`src/rtl/cmd_word_decoder.sv`:
```
// Command word decoder: assembles big-endian 32-bit words from a byte stream and applies OUT commands.
// Optional inter-byte timeout is enabled by defining CMD_DEC_TIMEOUT_EN.
module cmd_word_decoder #(
   parameter int unsigned COUNT_W        = 16,
   parameter int unsigned TIMEOUT_CYCLES = 1000
) (
   input  logic               clk,
   input  logic               rst_n,
   input  logic [7:0]         byte_data,
   input  logic               byte_valid,
   output logic               byte_ready,
   output logic [4:0]         out_val,
   output logic               out_stb,
   output logic               err_stb,
   output logic [1:0]         err_code,
   output logic [COUNT_W-1:0] cmd_count
);

   localparam logic [3:0] CMD_ID_OUT   = 4'b0001;
   localparam logic [1:0] ERR_UNKNOWN  = 2'b01;
   localparam logic [1:0] ERR_RESERVED = 2'b10;
   localparam logic [1:0] ERR_TIMEOUT  = 2'b11;

   typedef enum logic [2:0] {
      S_IDLE,
      S_B1,
      S_B2,
      S_B3,
      S_EXEC
   } state_t;

   state_t      state;
   state_t      next_state;
   logic [31:0] word;
   logic        accept;
   logic        tmo;
   logic        do_out;
   logic        do_err;
   logic [1:0]  err_next;

   assign byte_ready = (state != S_EXEC);
   assign accept     = byte_valid && byte_ready;

`ifdef CMD_DEC_TIMEOUT_EN
   localparam int unsigned IDLE_W = $clog2(TIMEOUT_CYCLES + 1);
   localparam logic [IDLE_W-1:0] IDLE_MAX = IDLE_W'(TIMEOUT_CYCLES);

   logic [IDLE_W-1:0] idle_cnt;
   logic              in_word;

   assign in_word = (state == S_B1) || (state == S_B2) || (state == S_B3);
   // An accepted byte in the terminal-count cycle suppresses the timeout.
   assign tmo     = in_word && !accept && (idle_cnt == IDLE_MAX);

   always_ff @(posedge clk or negedge rst_n) begin
      if (!rst_n) begin
         idle_cnt <= '0;
      end else if (!in_word || accept || tmo) begin
         idle_cnt <= '0;
      end else begin
         idle_cnt <= idle_cnt + IDLE_W'(1);
      end
   end
`else
   assign tmo = 1'b0;
`endif

   always_ff @(posedge clk or negedge rst_n) begin
      if (!rst_n) begin
         state <= S_IDLE;
      end else begin
         state <= next_state;
      end
   end

   always_comb begin
      next_state = state;
      do_out     = 1'b0;
      do_err     = 1'b0;
      err_next   = 2'b00;
      case (state)
         S_IDLE: if (accept) next_state = S_B1;
         S_B1: begin
            if (accept)   next_state = S_B2;
            else if (tmo) next_state = S_IDLE;
         end
         S_B2: begin
            if (accept)   next_state = S_B3;
            else if (tmo) next_state = S_IDLE;
         end
         S_B3: begin
            if (accept)   next_state = S_EXEC;
            else if (tmo) next_state = S_IDLE;
         end
         S_EXEC: begin
            next_state = S_IDLE;
            if (word[31:28] != CMD_ID_OUT) begin
               do_err   = 1'b1;
               err_next = ERR_UNKNOWN;
            end else if (|word[27:5]) begin
               do_err   = 1'b1;
               err_next = ERR_RESERVED;
            end else begin
               do_out = 1'b1;
            end
         end
         default: next_state = S_IDLE;
      endcase
      if (tmo) begin
         do_err   = 1'b1;
         err_next = ERR_TIMEOUT;
      end
   end

   always_ff @(posedge clk or negedge rst_n) begin
      if (!rst_n) begin
         word      <= '0;
         out_val   <= '0;
         out_stb   <= 1'b0;
         err_stb   <= 1'b0;
         err_code  <= '0;
         cmd_count <= '0;
      end else begin
         out_stb <= do_out;
         err_stb <= do_err;
         if (do_err) begin
            err_code <= err_next;
         end
         if (do_out) begin
            out_val   <= word[4:0];
            cmd_count <= cmd_count + COUNT_W'(1);
         end
         if (accept) begin
            word <= (state == S_IDLE) ? {24'h000000, byte_data} : {word[23:0], byte_data};
         end else if (tmo) begin
            word <= '0;
         end
      end
   end

endmodule

```
`config.mk`:
```
export PLATFORM = sky130hd
export DESIGN_NAME = cmd_word_decoder
export DESIGN_NICKNAME = d
export VERILOG_FILES = /design/src/rtl/cmd_word_decoder.sv
export SDC_FILE = /design/constraint.sdc
export NUM_CORES = 1
export LEC_CHECK = 0
export ABC_AREA = 1
export CAP_MARGIN = 20
export CORE_ASPECT_RATIO = 1.25
export CORE_UTILIZATION = 55
export DETAILED_ROUTE_END_ITERATION = 7
export HOLD_SLACK_MARGIN = 0.12
export PLACE_DENSITY = 0.84
export SETUP_SLACK_MARGIN = 0.05
export SYNTH_ARGS = -nofsm -noshare
export SYNTH_HDL_FRONTEND = slang
export SYNTH_SLANG_ARGS = --single-unit
```
`constraint.sdc`:
```
create_clock -name clk -period 1.7 [get_ports clk]
set_input_delay 0.17 -clock clk [delete_from_list [all_inputs] [get_ports clk]]
set_output_delay 0.17 -clock clk [all_outputs]
set_load 0.01 [all_outputs]
```
==> run metrics, run 1 <==
DR pass1 iterations=4; number of vias per cell=5.35; Cell Area, Synth=around 2800 µm²; Worst Hold Class=input port to asynchronous set/reset pin; Pins Over Slew Limit=0; min Tclk post-route=approximately 1.6 ns; Clock Latency Late Sink=~0.34 ns; initial antenna violation count=0; Avg Cell Area, Syn=between 8 and 9 µm²; Initial Util=58.2%; first-pass GRT wire length=roughly 10000 µm; CP Class=flip-flop to output port; H-tree depth=3; WL met3=between 200 and 250 µm; Setup WS post-layout=~0.13 ns; GRT overflow=0; vias in the first global route=approximately 2.3k; largest net degree at the start of global routing=61; io pins=37; total CTS buffers=9; die area=about 5400 µm²; CTS clk-pin slew, worst paths=roughly 0.07 ns; Final ANT Viol Nets=0; fin cells=approximately 450; status=completed; CTS resizes=0; PwrDens=around 1100 nW/µm²; Critical Path RT=roughly 1.5 ns; post-detailed-routing wire length=between 6000 and 7000 µm; GP Congestion=about 0.8; Leak=approximately 1.7 nW; met2 WL=approximately 3200 µm; Startpoint Class=flip-flop; hold_ws=between 0.3 and 0.4 ns; Sink Count=60; GRT Overall Usage=25.2%; mean routed wirelength per cell=around 13 µm; Final nets=approximately 400; syn nets=around 360; Vias=between 2k and 2.5k; synth unique cells=22; Gate Count Post-Synth=344; root buf cell=clkbuf_8; area delta synth->final=22.3%; Seq/Total Area, Yosys=~53%; CTS tree=built; core area=just under 5000 µm²; Tcrit/Tclk final=92.6%; commonest non-fill, non-tap cells in the layout=nand2_1 (107), dfrtp_1 (60), inv_1 (46); M1 wire length=approximately 2500 µm; IO Port Bufs=36; Yosys warning total=0; worst vdd ir=~0.73 mV; diode count=0; maximum fanout along the worst path=2; Crit path arrival time=1.40 ns; layout cell share with drive strength beyond 1=approximately a tenth; unrepaired setup endpoints after global routing=false; Die X=roughly 66 µm; setup TNS=0 ns; Tightest Pin Transition=around 0.51 ns; Place WS=approximately 0.24 ns; Final setup viols=0; commonest non-fill, non-tap cell in the layout=nand2_1; Fmax=635 MHz; synthesis-stage register bit count=60; Max Used Layer=met4; Max-slew headroom=roughly two thirds; worst clock skew=about 0.0064 ns; Die Height=approximately 80 µm; Crit. End Element=output port; maxcap violations=0; dpl hpwl=a little over 4000 µm; placed insts=~440; Hold Vio Cnt, Final=0; fillcell total=365; DRC viols=0; Max clock buf depth=2; DR iter-0 viols=190; row cnt=28
[where the power goes]
part | switching (mW) | total (mW) | internal, mW
registers | 0.138 | 1.81 | 1.67
clock network | 0.546 | 1.25 | 0.700
logic | 0.523 | 0.828 | 0.305
[worst max-delay path, cell delays in order, from the launching register on]
cell,delay [ns]
dfrtp_1,0.38
inv_1,0.10
nand3_2,0.10
clkdlybuf4s50_1,0.49
[registers in the layout, summed over array words and instances (netlist names)]
name / count
out_stb: 1
state: 3
err_code: 2
cmd_count: 16
word: 32
out_val: 5
err_stb: 1
[synth_stat cells (all sizes together)]
library cell  count  area (µm²)
ha                1        12.5
clkbuf            2        7.51
nand4             2        12.5
a21boi            1        7.51
nand3            46         258
xor2              2        17.5
o22ai            12        75.1
o21ai            15        75.1
nor2             34         156
dfrtp            60        1500
buf               9        67.6
inv              48         180
nand2           109         414
xnor2             3        26.3
[cells by family (layout without fill, tap and decap cells)]
group                      Yosys count  in the layout  synth area share (%)
buffers and inverters               59            108                  9.08
DFF                                 60             60                  53.4
xor gates and xnor gates             5              5                  1.56
and+or+nand+nor                    191            191                  29.9
adders and majority gates            1              1                 0.445
AOI/OAI and AO/OA                   28             28                  5.61
[what timing repair did]
item	in CTS	in global routing
hold endpoints to repair	60	0
endpoints found under the setup margin	0	1
hold buffers	1	0
setup buffers	0	1
[worst paths after layout]
check,slack (ns),from,end,depth (start not counted)
worst min register to register,0.47,out_val[1],out_val[1],2
worst max register to register,0.23,state[0],word[28],7
max in group asynchronous,1.07,rst_n,cmd_count[14],3
min in group clk,0.37,byte_data[4],word[4],3
worst max-delay path,0.13,state[0],byte_ready,3
worst min-delay path,0.36,rst_n,cmd_count[3],3
[final cells by class]
| type | instances | area (µm²) | share of cell area [%] |
|---|---|---|---|
| well taps | 60 | 75.1 | 2.18 |
| inverters | 48 | 180 | 5.24 |
| multi-input cells | 225 | 1050 | 30.7 |
| clock buffers | 10 | 138 | 4.00 |
| clock inverters | 5 | 52.6 | 1.53 |
| flip-flops and latches | 60 | 1500 | 43.7 |
| repair buffers | 45 | 438 | 12.7 |
[metal layers]
| metal | vias to the layer above | global-route usage (%) |
|---|---|---|
| met2 | 68 | 43.1 |
| li1 | 1166 | - |
| met1 | 1172 | 27.9 |
| met4 | 0 | 15.7 |
| met3 | 16 | 6.25 |
| met5 | - | 0 |
[stage by stage]
step           instance area, µm²  util [%]  total power [mW]
4_1_cts                      3430      71.0              3.89
3_3_place_gp                 3230      66.8              2.61
5_1_grt                      3440      71.1              4.09
6_report                     3440      71.1              3.88
2_1_floorplan                2810         -              2.38
3_5_place_dp                 3230      66.8              2.64
Note: power is estimated with default switching activity, not from simulation.
==> inputs of run 2 (changes only) <==
--- a/config.mk
+++ b/config.mk
@@ -5,13 +5,12 @@
 export SDC_FILE = /design/constraint.sdc
 export NUM_CORES = 1
 export LEC_CHECK = 0
-export ABC_AREA = 1
 export CAP_MARGIN = 20
 export CORE_ASPECT_RATIO = 1.25
-export CORE_UTILIZATION = 55
+export CORE_UTILIZATION = 53
 export DETAILED_ROUTE_END_ITERATION = 7
 export HOLD_SLACK_MARGIN = 0.12
-export PLACE_DENSITY = 0.84
+export PLACE_DENSITY = 0.82
 export SETUP_SLACK_MARGIN = 0.05
 export SYNTH_ARGS = -nofsm -noshare
 export SYNTH_HDL_FRONTEND = slang
==> run metrics, run 2 <==
Final nets=289 (was 401); Initial Util=55.8% (was 58.2%); Die X=63.3 µm (was 66.0 µm); GRT overflow=0 (unchanged); row cnt=27 (was 28); io pins=37 (unchanged); Vias=2042 (was 2422); CP max-delay cell=dfrtp_1 (was clkdlybuf4s50_1); vias in the first global route=2027 (was 2341); Max-slew headroom=73.9% (was 65.9%); Final ANT Viol Nets=0 (unchanged); area delta synth->final=57.3% (was 22.3%); crit path from=word[11] (was state[0]); commonest non-fill, non-tap cells in the layout=dfrtp_1 (59), clkdlybuf4s50_1 (34), buf_4 (32) (was nand2_1 (107), dfrtp_1 (60), inv_1 (46)); PwrDens=1200 nW/µm² (was 1130 nW/µm²); Die Height=78.6 µm (was 81.9 µm); GRT Overall Usage=28.5% (was 25.2%); Biggest register=word (unchanged); Post-synth EDFFs=0 (unchanged); CTS clk-pin slew, worst paths=0.07 ns (about the same); DRC viols=0 (unchanged); unrepaired setup endpoints after global routing=true (was false); CP cell instances=nor4_4, buf_4, nand4_4, buf_6, nor2_4, buf_12, mux2_4 (was inv_1, nand3_2, clkdlybuf4s50_1); Max clock buf depth=2 (unchanged); Crit path arrival time=2.13 ns (was 1.40 ns); CTS tree=built (unchanged); Seq/Total Area, Yosys=60.3% (was 53.4%); maxcap violations=0 (unchanged); worst clock skew=0.0121 ns (was 0.00643 ns); largest cells by area after synthesis=dfrtp_1 (60%), a22o_1 (8.4%), mux2_2 (6.3%) (was dfrtp_1 (53%), nand2_1 (14%), nand3_1 (7.5%)); mean routed wirelength per cell=21.2 µm (was 13.4 µm); Clock Latency Late Sink=0.35 ns (was 0.34 ns); Cell Area, Synth=2490 µm² (was 2810 µm²); Place WS=-0.168 ns (was 0.236 ns); Gate Count Post-Synth=186 (was 344); Startpoint Class=flip-flop (unchanged); maximum fanout along the worst path=7 (was 2); first-pass GRT wire length=10300 µm (was 9980 µm); GP Congestion=0.868 (was 0.790); layout cell share with drive strength beyond 1=39.7% (was 9.67%); Reg2Reg Launch Point=word[11] (was state[0]); Commonest cells post-synth=dfrtp_1 (60), a22o_1 (24), xor2_1 (15) (was nand2_1 (107), dfrtp_1 (60), inv_1 (46)); root buf cell=clkbuf_8 (unchanged); Setup WS post-layout=-0.205 ns (was 0.126 ns); Final setup viols=24 (was 0); synth unique cells=30 (was 22); status=finished with violations (was completed); DR iter-0 viols=143 (was 190); number of vias per cell=6.01 (was 5.35); min Tclk post-route=1.91 ns (was 1.57 ns); worst vdd ir=1.05 mV (was 0.726 mV); Sink Count=60 (unchanged); DR pass1 iterations=4 (unchanged); commonest non-fill, non-tap cell in the layout=dfrtp_1 (was nand2_1); Fmax=525 MHz (was 635 MHz); fin cells=340 (was 453); asr flop ratio synth=100% (unchanged); placed insts=307 (was 436); Largest regs=word: 32 flops, cmd_count: 16 flops, out_val: 5 flops (unchanged); setup TNS=-2.21 ns (was 0 ns); Synth top area share=60.3% (was 53.4%); Yosys warning total=0 (unchanged); Buf+Inv Stages, Crit Path=3 (was 2); post-detailed-routing wire length=7210 µm (was 6080 µm); max reg flops=32 (unchanged); largest net degree at the start of global routing=61 (unchanged); Tightest Pin Transition=0.389 ns (was 0.511 ns); CP Class=flip-flop to flip-flop (was flip-flop to output port); fillcell total=188 (was 365); IO Port Bufs=36 (unchanged); Critical Path RT=1.93 ns (was 1.53 ns); syn nets=198 (was 356); crit-path max cell delay=0.42 ns (was 0.49 ns); Avg Cell Area, Syn=13.4 µm² (was 8.17 µm²); Tcrit/Tclk final=112% (was 92.6%); DP Area=3220 µm² (was 3230 µm²); top cell type by total area after synthesis=dfrtp_1 (unchanged); core area=4460 µm² (was 4830 µm²); Crit. End Element=flip-flop (was output port); diode count=0 (unchanged); die area=4980 µm² (was 5400 µm²); Pins Over Slew Limit=0 (unchanged); delay-heaviest family, CP=simple AND/OR/NAND/NOR gates (was buffers and inverters); cell with the most instances after synthesis=dfrtp_1 (was nand2_1); synthesis-stage register bit count=60 (unchanged); Top FF cell, synth=dfrtp_1 (unchanged); H-tree depth=3 (unchanged); Leak=2.00 nW (was 1.71 nW); dpl hpwl=3350 µm (was 4130 µm); hold_ws=0.349 ns (was 0.360 ns); total CTS buffers=9 (unchanged); Hold Vio Cnt, Final=0 (unchanged); Worst Hold Class=input port to asynchronous set/reset pin (unchanged); failing checks=setup timing; Final Cell Area=3920 µm² (was 3440 µm²); initial antenna violation count=0 (unchanged)
[run 2: cell count changes after synthesis, moves of 6 or more]
cell     change
xor2_1      +13
inv_1       -42
mux2_2      +14
nor3_1       +6
o21ai_0     -14
nor2_1      -24
nor4_1      +10
o22ai_1     -12
nand3_1     -37
a22o_1      +24
nand2_1    -100
[run 2: worst paths after layout]
path | end | slack [ns] | cells past startpoint
worst min-delay path | word[31] | 0.35 | 3
worst max-delay path | out_val[3] | -0.21 | 7
max in group asynchronous | cmd_count[0] | 1.07 | 3
worst max register to register | out_val[3] | -0.21 | 7
worst min register to register | err_code[0] | 0.49 | 1
min in group clk | word[0] | 0.43 | 2
[run 2: timing repair]
item | 4_1_cts | 5_1_grt
endpoints found under the hold margin | 60 | 0
gates resized for setup | 48 | 21
pin swaps | 11 | 19
hold buffers | 1 | 0
cloned | 1 | 2
setup endpoints to repair | 24 | 39
buffers inserted | 6 | 9
[run 2: per-stage QoR]
| step | total power [mW] | util, % |
|---|---|---|
| after floorplan | 2.55 | - |
| after global placement | 3.03 | 72.1 |
| after detailed placement | 3.07 | 72.1 |
| after CTS | 4.45 | 83.4 |
| after global routing | 4.86 | 87.9 |
| final | 4.69 | 87.9 |
[run 2: routing by layer]
metal	GRT usage, %	vias up	share of wire [%]
met3	4.80	21	5.3
met5	0	-	0
met1	35.4	1055	39
met4	18.6	0	3.9
li1	-	881	-
met2	45.7	85	52
[run 2: logic make-up (layout without fill, tap and decap cells)]
family / Yosys count / after routing / synth area share [%]
AO/OA/AOI/OAI: 28 / 28 / 9.45
XOR/XNOR: 17 / 17 / 5.98
adder cells (fa/ha/maj): 1 / 1 / 0.502
buffers and inverters: 11 / 107 / 1.76
flip-flops: 60 / 60 / 60.3
multiplexers: 14 / 14 / 6.33
AND/OR/NAND/NOR: 55 / 55 / 15.7
[run 2: worst reg2reg max path, stage by stage, from the launching register on]
cell and delay, ns:
dfrtp_1 0.42, nor4_4 0.33, buf_4 0.17, nand4_4 0.15, buf_6 0.18, nor2_4 0.09
buf_12 0.14, mux2_4 0.30
[run 2: layout make-up]
type                    count  area [µm²]  share of cell area [%]
repair buffers             86         877                    22.4
flip-flops and latches     60        1500                    38.4
clock buffers               9         124                    3.16
inverters                   5        21.3                   0.543
clock inverters             7        67.6                    1.72
multi-input cells         115        1250                    32.0
well taps                  58        72.6                    1.85
[run 2: report_power, final]
part	total (mW)	switching [mW]	internal, mW
logic	1.39	0.647	0.748
registers	2.05	0.319	1.73
clock network	1.25	0.582	0.667
